**config.mk**
```make
export PLATFORM = sky130hd
export DESIGN_NAME = piece_border_regs_flat
export DESIGN_NICKNAME = d
export VERILOG_FILES = /design/src/rtl/piece_border_regs_if.sv /design/src/rtl/piece_border_regs.sv /design/src/flat_wrapper.sv
export SDC_FILE = /design/constraint.sdc
export NUM_CORES = 1
export LEC_CHECK = 0
export CAP_MARGIN = 40
export CORE_MARGIN = 2
export CORE_UTILIZATION = 55
export CTS_CLUSTER_SIZE = 40
export DETAILED_ROUTE_END_ITERATION = 6
export HOLD_SLACK_MARGIN = 0.06
export PLACE_DENSITY = 0.88
export SLEW_MARGIN = 10
export SYNTH_ARGS = -nofsm -noshare
export SYNTH_HDL_FRONTEND = slang
export SYNTH_SLANG_ARGS = --single-unit
```
**constraint.sdc**
```tcl
create_clock -name clk -period 7.22 [get_ports clk]
set_clock_uncertainty 0.15 [all_clocks]
set_input_delay 0.722 -clock clk [delete_from_list [all_inputs] [get_ports clk]]
set_output_delay 0.722 -clock clk [all_outputs]
set_load 0.01 [all_outputs]
```
**src/rtl/piece_border_regs_if.sv**
```systemverilog
// piece_border_regs_if: handshake and data bus between the move datapath/controller and the border register bank.
interface piece_border_regs_if #(
    parameter int MEM_WIDTH = 10,
    parameter int WIDTH     = 8
);
    logic                       write_reg;
    logic                       is_load_fig;
    logic                       revert;
    logic [WIDTH-1:0]           figure;
    logic [MEM_WIDTH*WIDTH-1:0] new_border;
    logic [4*WIDTH-1:0]         new_rho_x;
    logic [4*WIDTH-1:0]         new_rho_y;
    logic [MEM_WIDTH*WIDTH-1:0] border;
    logic [4*WIDTH-1:0]         rho_x;
    logic [4*WIDTH-1:0]         rho_y;
    logic [WIDTH-1:0]           cur_fig;
    logic                       busy;
    logic                       spawn_done;
    logic                       game_over;

    modport master (
        output write_reg, is_load_fig, revert, figure, new_border, new_rho_x, new_rho_y,
        input  border, rho_x, rho_y, cur_fig, busy, spawn_done, game_over
    );
    modport slave (
        input  write_reg, is_load_fig, revert, figure, new_border, new_rho_x, new_rho_y,
        output border, rho_x, rho_y, cur_fig, busy, spawn_done, game_over
    );
endinterface

```
**src/rtl/piece_border_regs.sv**
```systemverilog
// piece_border_regs: column borders, falling-figure cells and figure code with spawn table, spawn check and game-over.
// PIECE_BORDER_REGS_SNAPSHOT_EN enables shadow coordinates and revert.
module piece_border_regs #(
    parameter int MEM_WIDTH  = 10,
    parameter int MEM_HEIGHT = 20,
    parameter int WIDTH      = 8,
    parameter int SPAWN_X    = 3
) (
    input logic              clk,
    input logic              rst,
    piece_border_regs_if.slave bus
);
    typedef enum logic [1:0] {IDLE, CHECK, OVER} state_t;

    // per figure: four nibbles {dx[1:0], dy[1:0]}, cell 0 in the top nibble
    localparam logic [15:0] TAB [7] = '{16'h0485, 16'h0412, 16'h0123, 16'h0415,
                                        16'h4815, 16'h0459, 16'h0456};

    state_t                     r_state;
    state_t                     w_next;
    logic [WIDTH-1:0]           r_border [MEM_WIDTH];
    logic [WIDTH-1:0]           r_rho_x [4];
    logic [WIDTH-1:0]           r_rho_y [4];
    logic [WIDTH-1:0]           w_sx [4];
    logic [WIDTH-1:0]           w_sy [4];
    logic [WIDTH-1:0]           r_cur_fig;
    logic                       r_spawn_done;
    logic                       r_game_over;
    logic [15:0]                w_tab;
    logic [3:0]                 w_safe;
    logic                       w_hit;
    logic                       w_busy;
    logic [MEM_WIDTH*WIDTH-1:0] w_border;
    logic [4*WIDTH-1:0]         w_rho_x;
    logic [4*WIDTH-1:0]         w_rho_y;
`ifdef PIECE_BORDER_REGS_SNAPSHOT_EN
    logic [WIDTH-1:0]           r_shadow_x [4];
    logic [WIDTH-1:0]           r_shadow_y [4];
`else
    logic                       w_unused;
    assign w_unused = bus.revert;
`endif

    always_comb begin
        w_tab = (bus.figure < WIDTH'(7)) ? TAB[bus.figure[2:0]] : 16'h0000;
        for (int j = 0; j < 4; j++) begin
            w_sx[j] = WIDTH'(SPAWN_X) + WIDTH'(w_tab[4*(3-j)+3 -: 2]);
            w_sy[j] = WIDTH'(w_tab[4*(3-j)+1 -: 2]);
        end
    end

    // a cell is safe only if it lands on an existing column above that column's border
    always_comb begin
        w_safe = '0;
        for (int j = 0; j < 4; j++)
            for (int i = 0; i < MEM_WIDTH; i++)
                if (r_rho_x[j] == WIDTH'(i) && r_rho_y[j] < r_border[i]) w_safe[j] = 1'b1;
        w_hit = ~&w_safe;
    end

    always_ff @(posedge clk or posedge rst) begin
        if (rst) r_state <= IDLE;
        else     r_state <= w_next;
    end

    always_comb begin
        w_next = (r_state == IDLE)  ? (bus.is_load_fig ? CHECK : IDLE) :
                 (r_state == CHECK) ? (w_hit ? OVER : IDLE) : OVER;
    end

    always_comb begin
        w_busy = (r_state != IDLE);
        w_border = '0;
        w_rho_x = '0;
        w_rho_y = '0;
        for (int i = 0; i < MEM_WIDTH; i++) w_border[WIDTH*(MEM_WIDTH-i)-1 -: WIDTH] = r_border[i];
        for (int j = 0; j < 4; j++) begin
            w_rho_x[(4-j)*WIDTH-1 -: WIDTH] = r_rho_x[j];
            w_rho_y[(4-j)*WIDTH-1 -: WIDTH] = r_rho_y[j];
        end
    end

    always_ff @(posedge clk or posedge rst) begin
        if (rst) begin
            for (int i = 0; i < MEM_WIDTH; i++) r_border[i] <= WIDTH'(MEM_HEIGHT);
            for (int j = 0; j < 4; j++) begin
                r_rho_x[j] <= '0;
                r_rho_y[j] <= '0;
`ifdef PIECE_BORDER_REGS_SNAPSHOT_EN
                r_shadow_x[j] <= '0;
                r_shadow_y[j] <= '0;
`endif
            end
            r_cur_fig    <= '0;
            r_spawn_done <= 1'b0;
            r_game_over  <= 1'b0;
        end else begin
            r_spawn_done <= (r_state == CHECK) && !w_hit;
            r_game_over  <= r_game_over | ((r_state == CHECK) && w_hit);
            if (r_state == IDLE) begin
`ifdef PIECE_BORDER_REGS_SNAPSHOT_EN
                if (bus.write_reg && (bus.is_load_fig || !bus.revert))
`else
                if (bus.write_reg)
`endif
                    for (int i = 0; i < MEM_WIDTH; i++)
                        r_border[i] <= bus.new_border[WIDTH*(MEM_WIDTH-i)-1 -: WIDTH];
                if (bus.is_load_fig) begin
                    r_cur_fig <= bus.figure;
                    for (int j = 0; j < 4; j++) begin
                        r_rho_x[j] <= w_sx[j];
                        r_rho_y[j] <= w_sy[j];
`ifdef PIECE_BORDER_REGS_SNAPSHOT_EN
                        r_shadow_x[j] <= w_sx[j];
                        r_shadow_y[j] <= w_sy[j];
`endif
                    end
                end
`ifdef PIECE_BORDER_REGS_SNAPSHOT_EN
                else if (bus.revert) begin
                    for (int j = 0; j < 4; j++) begin
                        r_rho_x[j] <= r_shadow_x[j];
                        r_rho_y[j] <= r_shadow_y[j];
                    end
                end
`endif
                else if (bus.write_reg) begin
                    for (int j = 0; j < 4; j++) begin
                        r_rho_x[j] <= bus.new_rho_x[(4-j)*WIDTH-1 -: WIDTH];
                        r_rho_y[j] <= bus.new_rho_y[(4-j)*WIDTH-1 -: WIDTH];
`ifdef PIECE_BORDER_REGS_SNAPSHOT_EN
                        r_shadow_x[j] <= r_rho_x[j];
                        r_shadow_y[j] <= r_rho_y[j];
`endif
                    end
                end
            end
        end
    end

    assign bus.border     = w_border;
    assign bus.rho_x      = w_rho_x;
    assign bus.rho_y      = w_rho_y;
    assign bus.cur_fig    = r_cur_fig;
    assign bus.busy       = w_busy;
    assign bus.spawn_done = r_spawn_done;
    assign bus.game_over  = r_game_over;
endmodule

```
**src/flat_wrapper.sv**
```systemverilog
// flat-port wrapper written by rule: the top's interface ports become plain ports
module piece_border_regs_flat 
#(
    parameter int MEM_WIDTH  = 10,
    parameter int MEM_HEIGHT = 20,
    parameter int WIDTH      = 8,
    parameter int SPAWN_X    = 3
)
  (clk, rst, bus_write_reg, bus_is_load_fig, bus_revert, bus_figure, bus_new_border, bus_new_rho_x, bus_new_rho_y, bus_border, bus_rho_x, bus_rho_y, bus_cur_fig, bus_busy, bus_spawn_done, bus_game_over);
  piece_border_regs_if #(.MEM_WIDTH(MEM_WIDTH), .WIDTH(WIDTH)) bus_i ();
  input logic clk;
  input logic rst;
  input wire logic [$bits(bus_i.write_reg)-1:0] bus_write_reg;
  input wire logic [$bits(bus_i.is_load_fig)-1:0] bus_is_load_fig;
  input wire logic [$bits(bus_i.revert)-1:0] bus_revert;
  input wire logic [$bits(bus_i.figure)-1:0] bus_figure;
  input wire logic [$bits(bus_i.new_border)-1:0] bus_new_border;
  input wire logic [$bits(bus_i.new_rho_x)-1:0] bus_new_rho_x;
  input wire logic [$bits(bus_i.new_rho_y)-1:0] bus_new_rho_y;
  output wire logic [$bits(bus_i.border)-1:0] bus_border;
  output wire logic [$bits(bus_i.rho_x)-1:0] bus_rho_x;
  output wire logic [$bits(bus_i.rho_y)-1:0] bus_rho_y;
  output wire logic [$bits(bus_i.cur_fig)-1:0] bus_cur_fig;
  output wire logic [$bits(bus_i.busy)-1:0] bus_busy;
  output wire logic [$bits(bus_i.spawn_done)-1:0] bus_spawn_done;
  output wire logic [$bits(bus_i.game_over)-1:0] bus_game_over;
  assign bus_i.write_reg = bus_write_reg;
  assign bus_i.is_load_fig = bus_is_load_fig;
  assign bus_i.revert = bus_revert;
  assign bus_i.figure = bus_figure;
  assign bus_i.new_border = bus_new_border;
  assign bus_i.new_rho_x = bus_new_rho_x;
  assign bus_i.new_rho_y = bus_new_rho_y;
  assign bus_border = bus_i.border;
  assign bus_rho_x = bus_i.rho_x;
  assign bus_rho_y = bus_i.rho_y;
  assign bus_cur_fig = bus_i.cur_fig;
  assign bus_busy = bus_i.busy;
  assign bus_spawn_done = bus_i.spawn_done;
  assign bus_game_over = bus_i.game_over;
  piece_border_regs #(.MEM_WIDTH(MEM_WIDTH), .MEM_HEIGHT(MEM_HEIGHT), .WIDTH(WIDTH), .SPAWN_X(SPAWN_X)) u_core (.clk(clk), .rst(rst), .bus(bus_i));
endmodule
```
==> results of run 1 <==
==> per-layer routing <==
metal	wire length [um]	share of wire [%]
met5	0	0
met2	20400	45
met4	3140	6.9
met3	5390	12
met1	16800	37
==> tightest hold or removal path: cells and delay by family, from the launching register on <==
| family | cells | cell delay (ns) |
|---|---|---|
| DFF | 1 | 0.35 |
| and+or+nand+nor | 2 | 0.10 |
==> cells in the mapped netlist, types with 2 or more instances <==
| cell type | instances |
|---|---|
| ha_1 | 290 |
| o21ai_0 | 156 |
| nand2_1 | 152 |
| dfrtp_1 | 136 |
| inv_1 | 86 |
| nor2_1 | 61 |
| a22o_1 | 45 |
| a21oi_1 | 44 |
| clkbuf_1 | 34 |
| nor3_1 | 32 |
| nand2b_1 | 31 |
| nand4_1 | 31 |
| a211oi_1 | 30 |
| dfstp_2 | 20 |
| a211o_1 | 18 |
| a21o_1 | 17 |
| a31oi_1 | 17 |
| nor3b_1 | 17 |
| nor2b_1 | 14 |
| nand3_1 | 10 |
| nor4_1 | 10 |
| mux2i_1 | 8 |
| a2111oi_0 | 7 |
| o2111ai_1 | 7 |
| o211ai_1 | 7 |
| o21bai_1 | 7 |
| nand3b_1 | 6 |
| o31ai_1 | 6 |
| o22ai_1 | 4 |
| o311ai_0 | 4 |
| and4_1 | 3 |
| buf_1 | 3 |
| or3_1 | 3 |
| buf_2 | 2 |
| nor3b_2 | 2 |
| nor4_2 | 2 |
| nor4b_1 | 2 |
| o211a_1 | 2 |
| o21a_1 | 2 |
| o311a_1 | 2 |
==> cell type report <==
cell class | instances | area (sq um)
Timing Repair Buffer | 318 | 3210
Clock buffer | 17 | 425
Tap cell | 285 | 357
Inverter | 86 | 328
Clock inverter | 15 | 199
Fill cell | 1542 | 5890
Multi-Input combinational cell | 1064 | 8090
Sequential cell | 156 | 3930
==> placed cells by master, fill, tap and decap left out, types with 6 or more instances in the layout <==
cell and n:
nor3b_1 17, nand3b_1 6, a21oi_1 44, o211ai_1 7
dfrtp_1 136, nand4_1 31, clkdlybuf4s50_1 310, inv_1 85
a31oi_1 17, nor4_1 10, a21o_1 17, nand3_1 10
nor3_1 32, o21bai_1 7, nand2_1 152, nor2b_1 14
a2111oi_0 7, o2111ai_1 7, o31ai_1 6, mux2i_1 8
ha_1 290, dfstp_2 20, o21ai_0 156, a22o_1 45
clkinv_8 7, a211o_1 18, nor2_1 59, a211oi_1 30
clkbuf_16 17, nand2b_1 31
==> state kept, by name (all words and copies together), names as in the netlist <==
| signal | cells |
|---|---|
| u_core.bus.border | 80 |
| u_core.bus.cur_fig | 8 |
| u_core.bus.game_over | 1 |
| u_core.bus.rho_x | 32 |
| u_core.bus.rho_y | 32 |
| u_core.bus.spawn_done | 1 |
| u_core.r_state | 2 |
==> power breakdown <==
group	internal, uW	total [uW]	switching (uW)
Sequential	1260	1990	729
Combinational	1850	3920	2080
Clock	475	947	473
==> cell families after synthesis <==
logic type | synth area share (%)
AOI/OAI and AO/OA | 19.8
and+or+nand+nor | 15.2
adders and majority gates | 29.1
DFF | 31.5
buffers and inverters | 3.78
muxes | 0.642
==> worst min-delay path by stage <==
stage	startpoint	end	slack [ns]	cells after the start
2_1_floorplan	u_core.r_state[1]	u_core.bus.spawn_done	0.31	1
3_3_place_gp	u_core.bus.game_over	u_core.bus.game_over	0.30	2
3_5_place_dp	u_core.bus.cur_fig[7]	u_core.bus.cur_fig[7]	0.31	2
4_1_cts	u_core.bus.cur_fig[7]	u_core.bus.cur_fig[7]	0.34	2
5_1_grt	u_core.bus.cur_fig[5]	u_core.bus.cur_fig[5]	0.36	2
6_report	u_core.bus.cur_fig[5]	u_core.bus.cur_fig[5]	0.34	2
==> per-stage QoR <==
stage | instance area (sq um) | util [%] | power (uW)
4_1_cts | 16500 | 73.6 | 6740
6_report | 16500 | 73.7 | 6860
2_1_floorplan | 12500 | - | 3860
3_3_place_gp | 15800 | 70.6 | 5500
5_1_grt | 16500 | 73.7 | 7300
3_5_place_dp | 15900 | 70.8 | 5730
==> flow_summary.ini, run 1 <==
[setup_path]
r2r_slack_ns = 3.40
startpoint_type = flop
cp-end-kind = flop
critPathArrivalTime_ns = 4.05
path_cells = nor4_1 -> nand3b_1 -> nor4_1 -> o311ai_0 -> o2111ai_1 -> nor4b_1 -> nor4_2 -> nor3b_2
slowest_delay_ns = 0.84
critPathTopFamily = simple AND/OR/NAND/NOR gates
cp_slowest_cell = nor4_1
critPathBufInv = 0
cp_common_cell = nor4_1
timing.rr.end = u_core.bus.spawn_done
critical_path.max_fanout = 4
reg2reg_depth = 8
path_depth = 8
r2r-start = u_core.bus.rho_x[29]
required_ns = 7.45
criticalPathCategory = reg2reg
startpoint = u_core.bus.rho_x[29]
worstSetupEndpoint = u_core.bus.spawn_done

[timing]
fmax_mhz = 262
slew_viol_final = 0
setup_slack_ns = 3.40
fin_crit_sh_pct = 52.9
period_needed_ns = 3.82
rsz0062_at_grt = false
whs_ns = 0.337
final-setup-viol-count = 0
finalHoldViolations = 0
tns_ns = 0
worst_pin_slew_ns = 0.993
slew_headroom_pct = 33.8

[detailed_routing]
final_antenna_net_count = 0
vias = 12500
routedWlPerCell_um = 23.5
viasPerCell = 6.44
route.detailed.drc = 1
drt_iter0_markers = 1227
wl_mm = 45.7
dr.pass1.iters = 7

[global_routing]
grt-ovfl-total = 0
grt_pass1_vias = 12400
grt_pass1_wl_mm = 69.3
met2_usage_pct = 60.0
antenna_found_initial = 0
grt_use_total_pct = 37.7
met1_usage_pct = 46.4
grt_start_max_net_pins = 91
top_usage_layer = met2
use_met3_pct = 9.61

[cts]
postCtsHoldBufs = 0
path_clk_slew_ns = 0.08
cts_setup_buffers = 0
cts_tree = built
cts_root_buf = clkbuf_16
clock-sinks = 156
post_cts_resized = 0
htreeDepth = 4
numCtsBuffers = 17
insertion_delay_ns = 0.45
clk_path_buf_depth = 2

[run]
drv_cap = 0

[placement]
place.gp.congestion = 0.971
portBuffers = 310
dp_hpwl_mm = 32.4
pre_cts_ws_ns = 3.40
dp.cells = 1908

[floorplanning]
io_pins = 312
die_w_um = 155
fp.coreArea_sq_um = 22400
die_h_um = 155
row_count = 55
initial_core_util_pct = 55.6
die_area_sq_um = 23900

[synthesis]
ys_async_sr_fraction_pct = 100
yosysTopAreaCellShare_pct = 29.1
netlist_instances = 1345
synthTopCellsByArea = ha_1 29%, dfrtp_1 27%, o21ai_0 6.3%
synth_seq_cells = 156
synth_edf_count = 0
syn_avg_cell_area_sq_um = 9.28
ys_seq_area_share_pct = 31.5
synth_area_leader_cell = ha_1
ys.flop_type = dfrtp_1
synth_cell_types = 55
synth_area_sq_um = 12500
yosysWarnings = 0
synth_nets = 1792

[final_layout]
nets = 2090
instances_no_fill = 1941
syn2layout_area_growth_pct = 32.6
drive_above_1_share_pct = 4.29
antenna_cells = 0

[pwr]
ir_drop_uv = 256
p_leak_uw = 0.00801
powerDensity_nw_per_um2 = 415

[outcome]
status = complete, but fails checks
violations = design-rule violations

[min_path]
hp-class = reg2reg
No activity file was read; power rests on OpenSTA's default activity.
==> run 2, diff against run 1 <==
--- a/config.mk
+++ b/config.mk
@@ -7,11 +7,11 @@
 export LEC_CHECK = 0
 export CAP_MARGIN = 40
 export CORE_MARGIN = 2
-export CORE_UTILIZATION = 55
+export CORE_UTILIZATION = 51
 export CTS_CLUSTER_SIZE = 40
 export DETAILED_ROUTE_END_ITERATION = 6
 export HOLD_SLACK_MARGIN = 0.06
-export PLACE_DENSITY = 0.88
+export PLACE_DENSITY = 0.82
 export SLEW_MARGIN = 10
 export SYNTH_ARGS = -nofsm -noshare
 export SYNTH_HDL_FRONTEND = slang
==> constraint.sdc (replaced) <==
create_clock -name clk -period 3.73 [get_ports clk]
set_clock_uncertainty 0.15 [all_clocks]
set_input_delay 0.373 -clock clk [delete_from_list [all_inputs] [get_ports clk]]
set_output_delay 0.373 -clock clk [all_outputs]
set_load 0.01 [all_outputs]
==> run 2 against run 1 <==
  * Critical path type unchanged
  * Worst setup slack worse by 3.0 ns
  * Critical endpoint unchanged
  * The flow now finishes without violations
  * Via count is 0.28% lower
  * Flip-flop and latch count stayed put
  * Clock power is 97% higher
  * Global-route usage is 1.8 points lower
  * Highest routed layer unchanged
  * Non-clock buffer count is 38 higher
  * Fmax is 13% higher
  * Utilization is 4.1 points lower
  * Cell count is 4.0% higher
  * Worst hold slack worse by 0.10 ns
==> flow_summary.ini, run 2 (same netlist as run 1, synthesis figures left out) <==
[pwr]
ir_drop_uv = 454
clockPowerShare_pct = 13.8
powerDensity_nw_per_um2 = 802
p_total_uw = 13500
sw_frac_of_total_pct = 47.5
p_switching_uw = 6420
pwr-share-comb_pct = 59.1
p_leak_uw = 0.00820
pwr-share-seq_pct = 27.1
internal-power_uw = 7090

[timing]
finalHoldViolations = 0
setup_slack_ns = 0.362
fmax_mhz = 297
rsz0062_at_grt = false
fin_crit_sh_pct = 90.3
final-setup-viol-count = 0
slew_viol_final = 0
slew_headroom_pct = 36.3
tns_ns = 0
period_needed_ns = 3.37
whs_ns = 0.235
worst_pin_slew_ns = 0.955

[setup_path]
reg2reg_depth = 9
cp-end-kind = flop
cp_slowest_cell = dfrtp_1
timing.rr.end = u_core.bus.spawn_done
slowest_delay_ns = 0.75
critPathArrivalTime_ns = 3.59
startpoint_type = flop
required_ns = 3.96
path_cells = ha_1 -> a211o_1 -> a31oi_1 -> nor3_1 -> o22ai_1 -> o311a_1 -> a21oi_1 -> nor4_2 -> nor3b_2
r2r_slack_ns = 0.36
criticalPathCategory = reg2reg
critical_path.max_fanout = 12
r2r-start = u_core.bus.rho_y[19]

[cts]
postCtsHoldBufs = 0
numCtsBuffers = 17
clk_path_buf_depth = 2
cts_tree = built
cts_root_buf = clkbuf_16
htreeDepth = 4
cts_setup_buffers = 0
insertion_delay_ns = 0.46
path_clk_slew_ns = 0.08
post_cts_resized = 0
clock-sinks = 156

[detailed_routing]
viasPerCell = 6.18
dr.pass1.iters = 7
drt_iter0_markers = 1059
wl_mm = 46.8
vias = 12500
final_antenna_net_count = 0
routedWlPerCell_um = 23.2
route.detailed.drc = 0

[placement]
pre_cts_ws_ns = 0.470
portBuffers = 310
place.gp.congestion = 1.03
dp_hpwl_mm = 35.2
place_area_sq_um = 16200

[final_layout]
syn2layout_area_growth_pct = 35.0
drive_above_1_share_pct = 6.43
antenna_cells = 0
multi_input_area_sq_um = 8090
most-common-layout-cells = 310 x clkdlybuf4s50_1, 290 x ha_1, 156 x o21ai_0, 152 x nand2_1, 136 x dfrtp_1
final_common_cell = clkdlybuf4s50_1
largest_register_ffs = 80
nets = 2128
final_area_sq_um = 16800
fill_cells = 1843
regArea_sq_um = 3930

[global_routing]
antenna_found_initial = 0
grt_pass1_wl_mm = 70.3
grt_use_total_pct = 35.9
grt-ovfl-total = 0
grt_start_max_net_pins = 101
grt_pass1_vias = 12400

[floorplanning]
die_area_sq_um = 25700
die_w_um = 160
fp.coreArea_sq_um = 24200
row_count = 57
initial_core_util_pct = 51.6
io_pins = 312
die_h_um = 160

[min_path]
hp-class = in2async

[run]
drv_cap = 0

[outcome]
status = finished clean
run 2: worst max-delay path by stage:
| stage | start | endpoint | slack [ns] | cells after the start |
|---|---|---|---|---|
| after global placement | u_core.bus.rho_y[29] | u_core.bus.spawn_done | 0.56 | 7 |
| after global routing | u_core.bus.rho_y[26] | u_core.bus.spawn_done | 0.27 | 9 |
| after detailed placement | u_core.bus.rho_y[9] | u_core.bus.spawn_done | 0.47 | 8 |
| final | u_core.bus.rho_y[19] | u_core.bus.spawn_done | 0.36 | 9 |
| after CTS | u_core.bus.rho_y[18] | u_core.bus.spawn_done | 0.45 | 9 |
| after floorplan | u_core.bus.rho_y[21] | u_core.bus.spawn_done | 1.16 | 9 |
run 2: per-stage QoR:
| stage | instances | util (%) |
|---|---|---|
| finish | 2018 | 69.7 |
| detailed placement | 1986 | 67.1 |
| CTS | 2018 | 69.7 |
| floorplan | 1345 | - |
| global route | 2018 | 69.7 |
| global placement | 1986 | 67.1 |
run 2: routing by layer:
metal  track usage (%)  part of all wire, %  up-vias
li1                  -                    -     5672
met1              44.6                   39     5853
met2              57.0                   44      735
met3              9.35                   11      208
met4              20.0                  6.1        0
met5                 0                    0        -
run 2: critical path: cells and delay by family (launching register included):
kind                     cells  cell delay, ns
AND/OR/NAND/NOR              3            0.92
AO/OA/AOI/OAI                5            1.03
flip-flops                   1            0.75
adder cells (fa/ha/maj)      1            0.42
run 2: area by class of cell:
class / count / area share [%]
multi-input combinational: 1064 / 48.0
sequential: 156 / 23.3
timing repair buffer: 356 / 20.5
clock buffer: 17 / 2.53
tap: 324 / 2.41
inverter: 86 / 1.94
clock inverter: 15 / 1.23
run 2: power by group through the flow:
stage	clock [uW]	sequential (uW)	combinational [uW]
after CTS	1890	3590	7850
after detailed placement	0	3610	7750
final	1870	3660	7980
after global routing	1960	3690	8740
after floorplan	0	3510	3980
after global placement	0	3570	7380
